===== src/rtl/fpnew_f2fcast_simd.sv =====
// Packed-SIMD float-to-float cast with an elastic output pipeline.
// Each lane converts independently; flags of enabled lanes are merged.

package fpnew_f2fcast_pkg;

    typedef enum logic [2:0] {
        FP32    = 3'd0,
        FP64    = 3'd1,
        FP16    = 3'd2,
        FP8     = 3'd3,
        FP16ALT = 3'd4
    } fp_format_e;

    function automatic int unsigned exp_bits(input fp_format_e fmt);
        case (fmt)
            FP32:    return 32'd8;
            FP64:    return 32'd11;
            FP16:    return 32'd5;
            FP8:     return 32'd5;
            FP16ALT: return 32'd8;
            default: return 32'd8;
        endcase
    endfunction

    function automatic int unsigned man_bits(input fp_format_e fmt);
        case (fmt)
            FP32:    return 32'd23;
            FP64:    return 32'd52;
            FP16:    return 32'd10;
            FP8:     return 32'd2;
            FP16ALT: return 32'd7;
            default: return 32'd23;
        endcase
    endfunction

    function automatic int unsigned fp_width(input fp_format_e fmt);
        return 32'd1 + exp_bits(fmt) + man_bits(fmt);
    endfunction

endpackage

module fpnew_f2fcast_simd #(
    parameter fpnew_f2fcast_pkg::fp_format_e SrcFpFormat = fpnew_f2fcast_pkg::FP32,
    parameter fpnew_f2fcast_pkg::fp_format_e DstFpFormat = fpnew_f2fcast_pkg::FP16,
    parameter int unsigned NumLanes    = 2,
    parameter int unsigned NumPipeRegs = 2,
    parameter type         TagType     = logic,
    localparam int unsigned SW = fpnew_f2fcast_pkg::fp_width(SrcFpFormat),
    localparam int unsigned DW = fpnew_f2fcast_pkg::fp_width(DstFpFormat)
) (
    input  logic                   clk_i,
    input  logic                   rst_ni,
    input  logic [NumLanes*SW-1:0] operands_i,
    input  logic [NumLanes-1:0]    is_boxed_i,
    input  logic [NumLanes-1:0]    lane_mask_i,
    input  logic [2:0]             rnd_mode_i,
    input  TagType                 tag_i,
    input  logic                   in_valid_i,
    output logic                   in_ready_o,
    input  logic                   flush_i,
    output logic [NumLanes*DW-1:0] result_o,
    output logic [4:0]             status_o,
    output TagType                 tag_o,
    output logic                   out_valid_o,
    input  logic                   out_ready_i,
    output logic                   busy_o
);

    localparam int unsigned SE = fpnew_f2fcast_pkg::exp_bits(SrcFpFormat);
    localparam int unsigned SM = fpnew_f2fcast_pkg::man_bits(SrcFpFormat);
    localparam int unsigned DE = fpnew_f2fcast_pkg::exp_bits(DstFpFormat);
    localparam int unsigned DM = fpnew_f2fcast_pkg::man_bits(DstFpFormat);
    localparam int SBIAS = (2 ** (SE - 1)) - 1;
    localparam int DBIAS = (2 ** (DE - 1)) - 1;
    localparam int EMAX  = (2 ** DE) - 1;
    // Working mantissa: hidden bit + widest fraction + guard room for round/sticky.
    localparam int P     = DM + SM + 4;

    // Converts one lane; returns {NV,DZ,OF,UF,NX, result}.
    function automatic logic [DW+4:0] cast_lane(
        input logic [SW-1:0] op,
        input logic          boxed,
        input logic [2:0]    rm
    );
        logic           sgn;
        logic [SE-1:0]  ex;
        logic [SM-1:0]  fr;
        logic [SM-1:0]  fr_n;
        int unsigned    lz;
        logic           found;
        int             dexp;
        int             shamt;
        logic [P-1:0]   m;
        logic [P-1:0]   sh;
        logic           lost;
        logic [DM:0]    kept;
        logic           rb;
        logic           sb;
        logic           inc;
        logic           to_inf;
        logic [DE-1:0]  ebase;
        logic [DE+DM-1:0] pre;
        logic [DE+DM-1:0] rnd;
        logic           nv;
        logic           of;
        logic           uf;
        logic           nx;
        logic [DW-1:0]  res;

        sgn   = op[SW-1];
        ex    = op[SW-2 -: SE];
        fr    = op[SM-1:0];
        fr_n  = fr;
        lz    = 32'd0;
        found = 1'b0;
        dexp  = 32'sd0;
        shamt = 32'sd0;
        m     = '0;
        sh    = '0;
        lost  = 1'b0;
        kept  = '0;
        rb    = 1'b0;
        sb    = 1'b0;
        inc   = 1'b0;
        ebase = '0;
        pre   = '0;
        rnd   = '0;
        nv    = 1'b0;
        of    = 1'b0;
        uf    = 1'b0;
        nx    = 1'b0;
        res   = '0;
        to_inf = (rm == 3'd0) | (rm == 3'd4) | ((rm == 3'd3) & ~sgn) | ((rm == 3'd2) & sgn);

        // Leading-zero count of the fraction, used to renormalise subnormals.
        for (int i = int'(SM) - 1; i >= 0; i--) begin
            if (found) lz = lz;
            else if (fr[i]) found = 1'b1;
            else lz = lz + 32'd1;
        end

        if (!boxed) begin
            res = {1'b0, {DE{1'b1}}, 1'b1, {(DM-1){1'b0}}};
        end else if (ex == '1) begin
            if (fr == '0) begin
                res = {sgn, {DE{1'b1}}, {DM{1'b0}}};
            end else begin
                res = {1'b0, {DE{1'b1}}, 1'b1, {(DM-1){1'b0}}};
                nv  = ~fr[SM-1];
            end
        end else if ((ex == '0) && (fr == '0)) begin
            res = {sgn, {(DW-1){1'b0}}};
        end else begin
            if (ex == '0) begin
                fr_n = fr << (lz + 32'd1);
                dexp = DBIAS - SBIAS - int'(lz);
            end else begin
                fr_n = fr;
                dexp = int'(ex) - SBIAS + DBIAS;
            end
            m = {1'b1, fr_n, {(P-SM-1){1'b0}}};
            // Tiny results shift right into the subnormal range; lost bits go to sticky.
            if (dexp >= 32'sd1) shamt = 32'sd0;
            else if ((32'sd1 - dexp) >= P) shamt = P;
            else shamt = 32'sd1 - dexp;
            sh   = m >> shamt;
            lost = |(m << (P - shamt));
            kept = sh[P-1 -: DM+1];
            rb   = sh[P-DM-2];
            sb   = (|sh[P-DM-3:0]) | lost;
            if (dexp >= EMAX) begin
                of = 1'b1;
            end else begin
                // Hidden bit in kept lifts ebase back to the true exponent.
                if (dexp >= 32'sd1) ebase = DE'(dexp - 32'sd1);
                else ebase = '0;
                pre = {ebase, {DM{1'b0}}} + (DE+DM)'(kept);
                case (rm)
                    3'd0:    inc = rb & (sb | kept[0]);
                    3'd1:    inc = 1'b0;
                    3'd2:    inc = (rb | sb) & sgn;
                    3'd3:    inc = (rb | sb) & ~sgn;
                    3'd4:    inc = rb;
                    default: inc = 1'b0;
                endcase
                rnd = pre + (DE+DM)'(inc);
                of  = (rnd[DE+DM-1 -: DE] == '1);
            end
            nx = rb | sb | of;
            if (of) begin
                if (to_inf) res = {sgn, {DE{1'b1}}, {DM{1'b0}}};
                else res = {sgn, {(DE-1){1'b1}}, 1'b0, {DM{1'b1}}};
            end else begin
                res = {sgn, rnd};
                uf  = (rnd[DE+DM-1 -: DE] == '0) & nx;
            end
        end
        return {nv, 1'b0, of, uf, nx, res};
    endfunction

    logic [NumLanes*DW-1:0] result_s;
    logic [4:0]             status_s;
    logic [DW+4:0]          lane_out_s;

    // Per-lane conversion; masked lanes are zeroed and raise no flags.
    always_comb begin
        result_s   = '0;
        status_s   = '0;
        lane_out_s = '0;
        for (int l = 0; l < int'(NumLanes); l++) begin
            lane_out_s = cast_lane(operands_i[l*SW +: SW], is_boxed_i[l], rnd_mode_i);
            if (lane_mask_i[l]) begin
                result_s[l*DW +: DW] = lane_out_s[DW-1:0];
                status_s = status_s | lane_out_s[DW+4:DW];
            end else begin
                result_s[l*DW +: DW] = '0;
            end
        end
    end

    if (NumPipeRegs == 0) begin : g_comb
        assign in_ready_o  = out_ready_i;
        assign out_valid_o = in_valid_i;
        assign result_o    = result_s;
        assign status_o    = status_s;
        assign tag_o       = tag_i;
        assign busy_o      = 1'b0;
    end else begin : g_pipe
        logic [NumPipeRegs-1:0]  valid_r;
        logic [NumPipeRegs-1:0]  accept_s;
        logic [NumPipeRegs-1:0]  up_valid_s;
        logic                    full_tail_s;
        logic [NumLanes*DW-1:0]  data_r      [NumPipeRegs];
        logic [4:0]              status_r    [NumPipeRegs];
        TagType                  tag_r       [NumPipeRegs];
        logic [NumLanes*DW-1:0]  up_data_s   [NumPipeRegs];
        logic [4:0]              up_status_s [NumPipeRegs];
        TagType                  up_tag_s    [NumPipeRegs];

        // A stage accepts unless it and every later stage are full and the sink stalls.
        always_comb begin
            accept_s    = '0;
            full_tail_s = 1'b1;
            for (int k = 0; k < int'(NumPipeRegs); k++) begin
                full_tail_s = 1'b1;
                for (int j = k; j < int'(NumPipeRegs); j++) begin
                    full_tail_s = full_tail_s & valid_r[j];
                end
                accept_s[k] = out_ready_i | ~full_tail_s;
            end
        end

        // Upstream view of each stage: cast datapath feeds stage 0.
        always_comb begin
            up_valid_s     = '0;
            up_valid_s[0]  = in_valid_i;
            up_data_s[0]   = result_s;
            up_status_s[0] = status_s;
            up_tag_s[0]    = tag_i;
            for (int k = 1; k < int'(NumPipeRegs); k++) begin
                up_valid_s[k]  = valid_r[k-1];
                up_data_s[k]   = data_r[k-1];
                up_status_s[k] = status_r[k-1];
                up_tag_s[k]    = tag_r[k-1];
            end
        end

        // Valid bits: cleared by reset or flush, otherwise advance on accept.
        always_ff @(posedge clk_i or negedge rst_ni) begin
            if (!rst_ni) begin
                valid_r <= '0;
            end else if (flush_i) begin
                valid_r <= '0;
            end else begin
                for (int k = 0; k < int'(NumPipeRegs); k++) begin
                    if (accept_s[k]) valid_r[k] <= up_valid_s[k];
                end
            end
        end

        // Payload registers move with their valid bit and need no reset.
        always_ff @(posedge clk_i) begin
            for (int k = 0; k < int'(NumPipeRegs); k++) begin
                if (accept_s[k]) begin
                    data_r[k]   <= up_data_s[k];
                    status_r[k] <= up_status_s[k];
                    tag_r[k]    <= up_tag_s[k];
                end
            end
        end

        assign in_ready_o  = accept_s[0];
        assign out_valid_o = valid_r[NumPipeRegs-1];
        assign result_o    = data_r[NumPipeRegs-1];
        assign status_o    = status_r[NumPipeRegs-1];
        assign tag_o       = tag_r[NumPipeRegs-1];
        assign busy_o      = |valid_r;
    end

endmodule


===== config.mk =====
export PLATFORM = sky130hd
export DESIGN_NAME = fpnew_f2fcast_simd
export DESIGN_NICKNAME = d
export VERILOG_FILES = /design/src/rtl/fpnew_f2fcast_simd.sv
export SDC_FILE = /design/constraint.sdc
export NUM_CORES = 1
export LEC_CHECK = 0
export CORE_ASPECT_RATIO = 0.9
export CORE_MARGIN = 2
export CORE_UTILIZATION = 40
export CTS_CLUSTER_DIAMETER = 80
export CTS_CLUSTER_SIZE = 14
export DETAILED_ROUTE_END_ITERATION = 8
export GPL_ROUTABILITY_DRIVEN = 0
export HOLD_SLACK_MARGIN = 0.03
export PLACE_DENSITY = 0.56
export SKIP_CTS_REPAIR_TIMING = 1
export SYNTH_ARGS = -nofsm -noshare
export SYNTH_HDL_FRONTEND = slang
export SYNTH_SLANG_ARGS = --single-unit

===== constraint.sdc =====
create_clock -name clk_i -period 3.19 [get_ports clk_i]
set_input_delay 0.7975 -clock clk_i [delete_from_list [all_inputs] [get_ports clk_i]]
set_output_delay 0.7975 -clock clk_i [all_outputs]
set_load 0.01 [all_outputs]

==> results.json, run 1 <==
{
  "start_util": 0.404,
  "grt_max_degree": 38,
  "cts-buffers-inserted": 9,
  "clkPwrFrac": 0.138,
  "tightest_slew_ns": 0.906,
  "fmax_mhz": 49.9,
  "fin_crit_sh": 6.28,
  "synth_top_area_frac": 0.112,
  "synth_edf_count": 74,
  "num_vias": 26614,
  "synth_nets": 2960,
  "layout.nets": 4112,
  "drtIter0Drc": 2381,
  "clock_latency_ns": 0.34,
  "ys.flop_type": "edfxtp_1",
  "cp_slowest_cell": "or4b_4",
  "hold_class": "flop to flop",
  "die_x_um": 239,
  "ys_ff_latch": 76,
  "multi_input_area_um2": 18200,
  "antenna_found_initial": 0,
  "synth-seq-area-share": 0.114,
  "rsz0062_at_grt": "yes",
  "p_int_w": 0.00398,
  "switchingPower_w": 0.00267,
  "drt_pass1_iterations": 7,
  "switching_share": 0.401,
  "status": "finished, violations left",
  "synth-compound-area-share": 0.280,
  "grt_pass1_vias": 25416,
  "drt_wl_total_um": 80600,
  "syn_area_um2": 19900,
  "required_ns": 3.26,
  "wl_per_cell_um": 17.5,
  "via_per_inst": 5.78,
  "power_density_nw_per_um2": 204,
  "ir_drop_mv": 0.335,
  "cp_data_arrival_time_ns": 20.11,
  "fillers": 4054,
  "synth.area.top_cells": "edfxtp_1, nor2_1, nand2_1, mux2i_1, a21oi_1",
  "final_util": 0.664,
  "p_seq_frac": 0.185,
  "critPathMaxStageDelay_ns": 0.56,
  "gr-total-overflow": 0,
  "violations": "negative setup slack",
  "post-dp-hpwl_um": 64000,
  "worst-setup-path-type": "primary input to flop",
  "die_y_um": 215,
  "num_rows": 77,
  "start_kind": "primary input",
  "skew_ns": 0.0120,
  "pwr-share-comb": 0.676,
  "synth_common_cells": "nor2_1, nand2_1, a21oi_1",
  "relSlewSlack": 0.390,
  "synth.distinct_cells": 133,
  "grt_use_total": 0.288,
  "synth_top_family_by_area": "simple AND/OR/NAND/NOR gates",
  "muxShareOfSynthArea": 0.0830,
  "ys.warnings.count": 0,
  "drc": 0,
  "synth-simple-area-share": 0.307,
  "die_area_um2": 51500,
  "fin_tns_setup_ns": -531.16,
  "ioPinCount": 118,
  "cpMostUsedCell": "ha_1",
  "reg2reg_slack_ns": 1.70,
  "ctsHtreeMaxLevel": 3,
  "path_clk_slew_ns": 0.07,
  "ant_nets": 0,
  "max_cap_viol_count": 0,
  "p_leak_nw": 14.3,
  "final-setup-viol-count": 36,
  "port-buffer-count": 116,
  "synthAdderAreaFrac": 0.0450,
  "setup_ws_ns": -16.85,
  "final_max_slew_viol_count": 0,
  "drive_gt1_frac": 0.416,
  "avgSynthCellArea_um2": 7.06,
  "end_kind": "flop",
  "synth_xor_area_frac": 0.104,
  "finalHoldViolCount": 0,
  "async_reset_ff_frac": 0.0263,
  "power_w": 0.00664,
  "synth.most_common_cell": "nor2_1",
  "finalCriticalPeriod_ns": 20.04,
  "coreArea_um2": 49100,
  "clock_path_buffers": 2,
  "synth_cells": 2814,
  "cts.sink_count": 76,
  "grt_pass1_wl_um": 125000,
  "cp_max_fo": 6,
  "root_buffer": "clkbuf_16",
  "synth_top_area_cell": "edfxtp_1",
  "antenna_cells": 0,
  "cts_tree": "done",
  "syn_to_final_growth_pct": 64.2,
  "seqCellArea_um2": 2270
}
## registers in the layout (all words and copies together), names as in the netlist
signal and flops:
g_pipe.tag_r 2, g_pipe.valid_r 2, g_pipe.data_r 64, g_pipe.status_r 8
## per-layer routing
layer	share of wire	GRT usage	routed length, um	vias to the layer above
li1	-	-	-	12798
met1	0.43	0.378	34800	12679
met2	0.49	0.505	39200	943
met3	0.050	0.0224	3990	194
met4	0.032	0.0838	2550	0
met5	0	0	0	-
## path summary, 6_finish.rpt
check / from / to / depth (start not counted)
setup / recovery: operands_i[21] / g_pipe.data_r[0][9] / 105
hold / removal: g_pipe.data_r[0][13] / g_pipe.data_r[0][45] / 0
setup reg to reg: g_pipe.valid_r[1] / g_pipe.data_r[0][17] / 3
hold reg to reg: g_pipe.data_r[0][13] / g_pipe.data_r[0][45] / 0
max in group asynchronous: rst_ni / g_pipe.valid_r[0] / 1
min in group asynchronous: rst_ni / g_pipe.valid_r[1] / 1
## power by group through the flow
stage / Clock (W) / Combinational, W / Sequential [W]
after floorplan: 0 / 0.00207 / 0.00124
after global placement: 0 / 0.00383 / 0.00125
after detailed placement: 0 / 0.00391 / 0.00125
after CTS: 0.000928 / 0.00393 / 0.00123
after global routing: 0.000977 / 0.00481 / 0.00124
final: 0.000920 / 0.00449 / 0.00123
## worst max-delay path: cells and delay by family
family                   cells  cell delay (ns)
AND/OR/NAND/NOR             29             3.78
adder cells (fa/ha/maj)     23             5.96
buffers and inverters        7             0.68
multiplexers                14             2.96
AO/OA/AOI/OAI               32             5.94
## through the flow
step	cells	instance area (um2)	hold WS [ns]	setup slack [ns]
finish	4602	32600	0.410	-16.85
global route	4602	32600	0.422	-17.80
CTS	4508	30300	0.415	-17.70
detailed placement	4493	30100	0.405	-18.00
global placement	4493	30100	0.400	-17.15
floorplan	2814	20600	0.400	-16.82
## kinds of logic after synthesis
group,after synthesis
mux,150
buf+inv,297
fa+ha+maj,72
simple gates,1224
flops,76
xor+xnor,193
compound gates,801
other cells,1
## cells in the final DEF, fill, tap and decap left out, drive strengths merged, types with 22 or more instances in the layout
master         Yosys  routed
nor2b             33      33
or3               38      38
nand2b            46      46
nor2             311     311
nand4             42      42
o31ai             32      32
mux2              32      32
xnor2            121     121
and2              33      33
inv               95      96
mux2i            114     114
and3              47      47
xor2              53      53
buf               77    1228
a21oi            209     209
nand2            306     306
or2               22      22
o211ai            23      23
nor3             109     109
nand3            108     108
ha                69      69
a211oi            39      39
nor4              44      44
o21ai            158     158
a31oi             45      45
clkdlybuf4s50      0      99
edfxtp            74      74
o22ai             25      25
## final cells by class
class / instances / share of cell area
clock inverters: 6 / 0.00127
well taps: 632 / 0.0242
clock buffers: 9 / 0.00691
inverters: 97 / 0.0114
flip-flops and latches: 76 / 0.0697
repair buffers: 1341 / 0.328
multi-input cells: 2441 / 0.558
(Power assumes the default switching activity.)
==> run 2, diff against run 1 <==
--- a/config.mk
+++ b/config.mk
@@ -14,6 +14,7 @@
 export GPL_ROUTABILITY_DRIVEN = 0
 export HOLD_SLACK_MARGIN = 0.03
 export PLACE_DENSITY = 0.56
+export RECOVER_POWER = 50
 export SKIP_CTS_REPAIR_TIMING = 1
 export SYNTH_ARGS = -nofsm -noshare
 export SYNTH_HDL_FRONTEND = slang
==> constraint.sdc (replaced) <==
create_clock -name clk_i -period 20.2 [get_ports clk_i]
set_input_delay 5.05 -clock clk_i [delete_from_list [all_inputs] [get_ports clk_i]]
set_output_delay 5.05 -clock clk_i [all_outputs]
set_load 0.01 [all_outputs]
==> run 2 against run 1 <==
The run ends with max-capacitance violations, max-slew violations, negative setup slack left. Clock power decreased by 82%. Flip-flop and latch count did not move. Setup slack improved by 13 ns. Cell area decreased by 9.1%. Critical path depth did not move. Non-clock buffer count fell by 367. Register-to-register slack better by 16 ns. First-iteration DRC count fell by 6.0%. Global-route usage fell by 1.0 points. Combinational power down 85%. Final cell count shrank 7.9%. Clock skew shrank 0.0040 ns. Largest cell class unchanged.
==> results.json, run 2 (synthesis results as in run 1) <==
{
  "status": "finished, violations left",
  "violations": "max-capacitance violations, max-slew violations, negative setup slack",
  "end_kind": "flop",
  "via_per_inst": 5.92,
  "wl_per_cell_um": 18.1,
  "switching_share": 0.395,
  "p_seq_frac": 0.189,
  "drc": 0,
  "cp_slowest_cell": "or4b_4",
  "max_cap_viol_count": 1,
  "final_max_slew_viol_count": 39,
  "finalCriticalPeriod_ns": 24.32,
  "ioPinCount": 118,
  "whs_ns": 0.417,
  "fillers": 4388,
  "tightest_slew_ns": 2.17,
  "cpMostUsedCell": "ha_1",
  "drtIter0Drc": 2239,
  "final_cell_mix": "buf_4, nand2_1, nor2_1",
  "grt_max_degree": 39,
  "final_util": 0.604,
  "place_area_um2": 27500,
  "syn_to_final_growth_pct": 49.3,
  "num_vias": 25097,
  "antenna_found_initial": 1,
  "fin_crit_sh": 1.20,
  "die_x_um": 239,
  "seqCellArea_um2": 2270,
  "reg.largest.list": "g_pipe.data_r x64, g_pipe.status_r x8",
  "regMostFlops": "g_pipe.data_r",
  "critPathMaxStageDelay_ns": 0.56,
  "grt_pass1_wl_um": 121000,
  "path_clk_slew_ns": 0.05,
  "num_rows": 77,
  "worst-setup-path-type": "primary input to flop",
  "start_util": 0.404,
  "cp_data_arrival_time_ns": 24.38,
  "finalHoldViolCount": 0,
  "fmax_mhz": 41.1,
  "die_area_um2": 51500,
  "post-dp-hpwl_um": 61000,
  "final-setup-viol-count": 33,
  "mostFrequentLayoutCell": "buf_4",
  "power_density_nw_per_um2": 34.6,
  "pwr-share-comb": 0.649,
  "multi_input_area_um2": 18100,
  "die_y_um": 215,
  "cts-buffers-inserted": 9,
  "pre_cts_slack_ns": -5.21,
  "drt_wl_total_um": 76800,
  "drive_gt1_frac": 0.351,
  "drt_pass1_iterations": 5,
  "layout.nets": 3746,
  "grt_pass1_vias": 23986,
  "rsz0062_at_grt": "yes",
  "power_w": 0.00103,
  "ant_nets": 0,
  "port-buffer-count": 116,
  "clock_path_buffers": 2,
  "cp_max_fo": 6,
  "largest_register_ffs": 64,
  "setup_ws_ns": -4.12,
  "p_leak_nw": 12.4,
  "p_int_w": 0.000621,
  "clkPwrFrac": 0.162,
  "grt_use_total": 0.278,
  "cts_tree": "done",
  "ir_drop_mv": 0.0511,
  "required_ns": 20.26,
  "coreArea_um2": 49100,
  "clock_latency_ns": 0.33,
  "relSlewSlack": -0.444,
  "design_area_um2": 29700,
  "root_buffer": "clkbuf_16",
  "skew_ns": 0.00807,
  "start_kind": "primary input",
  "cts.sink_count": 76,
  "hold_class": "flop to flop",
  "gr-total-overflow": 0,
  "switchingPower_w": 0.000406,
  "antenna_cells": 0,
  "ctsHtreeMaxLevel": 3
}
==> run 2: path summary, 6_finish.rpt <==
kind / slack [ns] / depth (start not counted) / start / to
setup / recovery: -4.12 / 105 / operands_i[21] / g_pipe.data_r[0][9]
hold / removal: 0.42 / 0 / g_pipe.data_r[0][16] / g_pipe.data_r[0][48]
setup reg to reg: 17.60 / 3 / g_pipe.valid_r[1] / g_pipe.data_r[0][20]
hold reg to reg: 0.42 / 0 / g_pipe.data_r[0][16] / g_pipe.data_r[0][48]
max in group asynchronous: 15.13 / 1 / rst_ni / g_pipe.valid_r[0]
min in group asynchronous: 4.95 / 1 / rst_ni / g_pipe.valid_r[1]
==> run 2: power groups by stage <==
stage / Sequential (W) / Clock (W) / Combinational [W]
finish: 0.000194 / 0.000167 / 0.000666
global route: 0.000195 / 0.000175 / 0.000716
CTS: 0.000195 / 0.000169 / 0.000583
detailed placement: 0.000198 / 0 / 0.000580
global placement: 0.000197 / 0 / 0.000570
floorplan: 0.000196 / 0 / 0.000327
==> run 2: critical path: cells and delay by family <==
| family | cells | cell delay, ns |
|---|---|---|
| fa+ha+maj | 23 | 6.00 |
| compound gates | 30 | 5.75 |
| simple gates | 30 | 3.90 |
| mux | 14 | 2.79 |
| buf+inv | 7 | 0.67 |
| xor+xnor | 1 | 0.15 |
==> run 2: stage by stage <==
stage          TNS [ns]  cells
5_1_grt         -138.81   4237
3_3_place_gp    -124.23   4166
4_1_cts         -135.29   4182
3_5_place_dp    -143.96   4166
2_1_floorplan    -95.40   2814
6_report        -110.21   4237
==> run 2: routing by layer <==
layer	GRT usage	vias to the layer above	part of all wire
li1	-	12050	-
met4	0.0640	2	0.028
met2	0.480	918	0.48
met1	0.375	11974	0.44
met5	0	-	0.00017
met3	0.0247	153	0.053
==> run 2: layout make-up <==
type,count,share of cell area
clock inverters,5,0.00257
inverters,97,0.0125
repair buffers,974,0.264
clock buffers,11,0.00785
flip-flops and latches,76,0.0766
well taps,632,0.0267
multi-input cells,2442,0.610
==> run 3, diff against run 2 <==
--- a/config.mk
+++ b/config.mk
@@ -6,7 +6,6 @@
 export NUM_CORES = 1
 export LEC_CHECK = 0
 export CORE_ASPECT_RATIO = 0.9
-export CORE_MARGIN = 2
 export CORE_UTILIZATION = 40
 export CTS_CLUSTER_DIAMETER = 80
 export CTS_CLUSTER_SIZE = 14
==> constraint.sdc (replaced) <==
create_clock -name clk_i -period 25.9 [get_ports clk_i]
set_input_delay 6.475 -clock clk_i [delete_from_list [all_inputs] [get_ports clk_i]]
set_output_delay 6.475 -clock clk_i [all_outputs]
set_load 0.01 [all_outputs]
==> run 3 against run 2 <==
The flow finishes with violations (max-capacitance violations, max-slew violations). Utilization decreased by 7.4 points. Count of clock-buffer cells in the layout shrank 1. Flip-flop and latch count stayed put. Non-clock buffer count down 386. Critical path depth increased by 2. Via count fell by 6.5%. Largest power group unchanged.
==> results.json, run 3 (synthesis results as in run 1) <==
{
  "skew_ns": 0.00863,
  "reg2reg_slack_ns": 23.29,
  "status": "finished, violations left",
  "layout.nets": 3360,
  "setup_ws_ns": 0.0524,
  "final_cell_mix": "buf_4, nand2_1, nor2_1",
  "coreArea_um2": 49000,
  "rsz0062_at_grt": "yes",
  "cpMostUsedCell": "ha_1",
  "drt_pass1_iterations": 7,
  "r2r_end": "g_pipe.data_r[0][21]",
  "drtIter0Drc": 2075,
  "ir_drop_mv": 0.0313,
  "pre_cts_slack_ns": -1.04,
  "fin_crit_sh": 0.998,
  "fmax_mhz": 38.7,
  "cts-buffers-inserted": 9,
  "final_util": 0.529,
  "drive_gt1_frac": 0.245,
  "hold_end": "g_pipe.data_r[0][49]",
  "path_clk_slew_ns": 0.06,
  "r2r_start": "g_pipe.valid_r[1]",
  "use_met2": 0.446,
  "cp_slowest_cell": "or4_4",
  "die_area_um2": 50600,
  "grt_use_total": 0.260,
  "final_cells": 3852,
  "tightest_slew_ns": 2.16,
  "root_buffer": "clkbuf_16",
  "power_w": 0.000719,
  "final_max_slew_viol_count": 39,
  "die_x_um": 237,
  "syn_to_final_growth_pct": 30.7,
  "die_y_um": 213,
  "end_kind": "flop",
  "largest_register_ffs": 64,
  "drt_wl_total_um": 70700,
  "port-buffer-count": 116,
  "gr-total-overflow": 0,
  "finalCriticalPeriod_ns": 25.85,
  "relSlewSlack": -0.438,
  "required_ns": 25.97,
  "placed_cells": 3782,
  "use_met1": 0.347,
  "critPathMaxStageDelay_ns": 0.52,
  "start_kind": "primary input",
  "grt_pass1_wl_um": 110000,
  "via_per_inst": 6.09,
  "cts_tree": "done",
  "cp_max_fo": 6,
  "drc": 0,
  "num_rows": 77,
  "max_cap_viol_count": 1,
  "fin_tns_setup_ns": 0,
  "ctsHtreeMaxLevel": 3,
  "grt_max_degree": 39,
  "reg.largest.list": "g_pipe.data_r x64, g_pipe.status_r x8",
  "hold_path_depth": 0,
  "p_leak_nw": 10.4,
  "cts.sink_count": 76,
  "clock_latency_ns": 0.33,
  "mostFrequentLayoutCell": "buf_4",
  "ant_nets": 0,
  "reg2reg_depth": 3,
  "busiest_layer": "met2",
  "grt_pass1_vias": 21642,
  "min_from": "g_pipe.data_r[0][17]",
  "ioPinCount": 118,
  "clock_path_buffers": 2,
  "start_util": 0.405,
  "worst-setup-path-type": "primary input to flop",
  "final-setup-viol-count": 0,
  "hold_class": "flop to flop",
  "violations": "max-capacitance violations, max-slew violations",
  "cp_data_arrival_time_ns": 25.92,
  "post-dp-hpwl_um": 55500,
  "regMostFlops": "g_pipe.data_r",
  "finalHoldViolCount": 0,
  "num_vias": 23455,
  "use_met3": 0.0285,
  "wl_per_cell_um": 18.4,
  "antenna_found_initial": 0,
  "power_density_nw_per_um2": 27.7
}
-- run 3: cell types whose count changed in the layout (fill, tap and decap cells not counted), moves of 11 or more --
| cell | delta |
|---|---|
| a21oi_1 | +20 |
| a21oi_2 | -16 |
| buf_4 | -368 |
| buf_6 | -11 |
| ha_1 | +12 |
| ha_4 | -13 |
| nand2_1 | +12 |
| nand2_2 | -11 |
| nor2_1 | +12 |
-- run 3: stage by stage --
stage / area (um2) / hold WS [ns]
6_report: 26000 / 0.413
5_1_grt: 26000 / 0.426
3_5_place_dp: 24200 / 0.405
4_1_cts: 24400 / 0.413
3_3_place_gp: 24200 / 0.403
2_1_floorplan: 20000 / 0.400
-- run 3: worst max path at each step --
stage | startpoint | endpoint | slack [ns]
global placement | operands_i[21] | g_pipe.data_r[0][9] | -0.37
CTS | operands_i[21] | g_pipe.data_r[0][9] | -0.77
global route | operands_i[21] | g_pipe.data_r[0][9] | -0.87
floorplan | operands_i[21] | g_pipe.data_r[0][9] | 0.004
finish | operands_i[21] | g_pipe.data_r[0][10] | 0.05
detailed placement | operands_i[21] | g_pipe.data_r[0][9] | -1.04
-- run 3: critical path, delay by kind of cell --
family / cells / cell delay [ns]
mux: 12 / 2.47
buf+inv: 10 / 1.17
simple gates: 25 / 3.14
xor+xnor: 2 / 0.29
fa+ha+maj: 23 / 6.12
compound gates: 35 / 6.22
-- run 3: power breakdown --
part | leakage [nW] | internal [W] | total (W) | switching, W
Sequential | 0.871 | 0.000148 | 0.000151 | 0.00000327
Clock | 0.141 | 0.0000745 | 0.000122 | 0.0000471
Combinational | 9.40 | 0.000203 | 0.000446 | 0.000243
-- run 3: area by class of cell --
class                   instances  area, um2
fillers                      4728      23100
multi-input cells            2442      17400
repair buffers                588       4790
flip-flops and latches         76       2270
well taps                     632        791
inverters                      97        367
clock buffers                  10        229
clock inverters                 6       63.8
diodes                          1       2.50
-- run 3: metal layers --
metal	up-vias	part of all wire
met3	127	0.057
met1	11174	0.44
met2	844	0.47
met4	0	0.028
li1	11310	-
met5	-	0
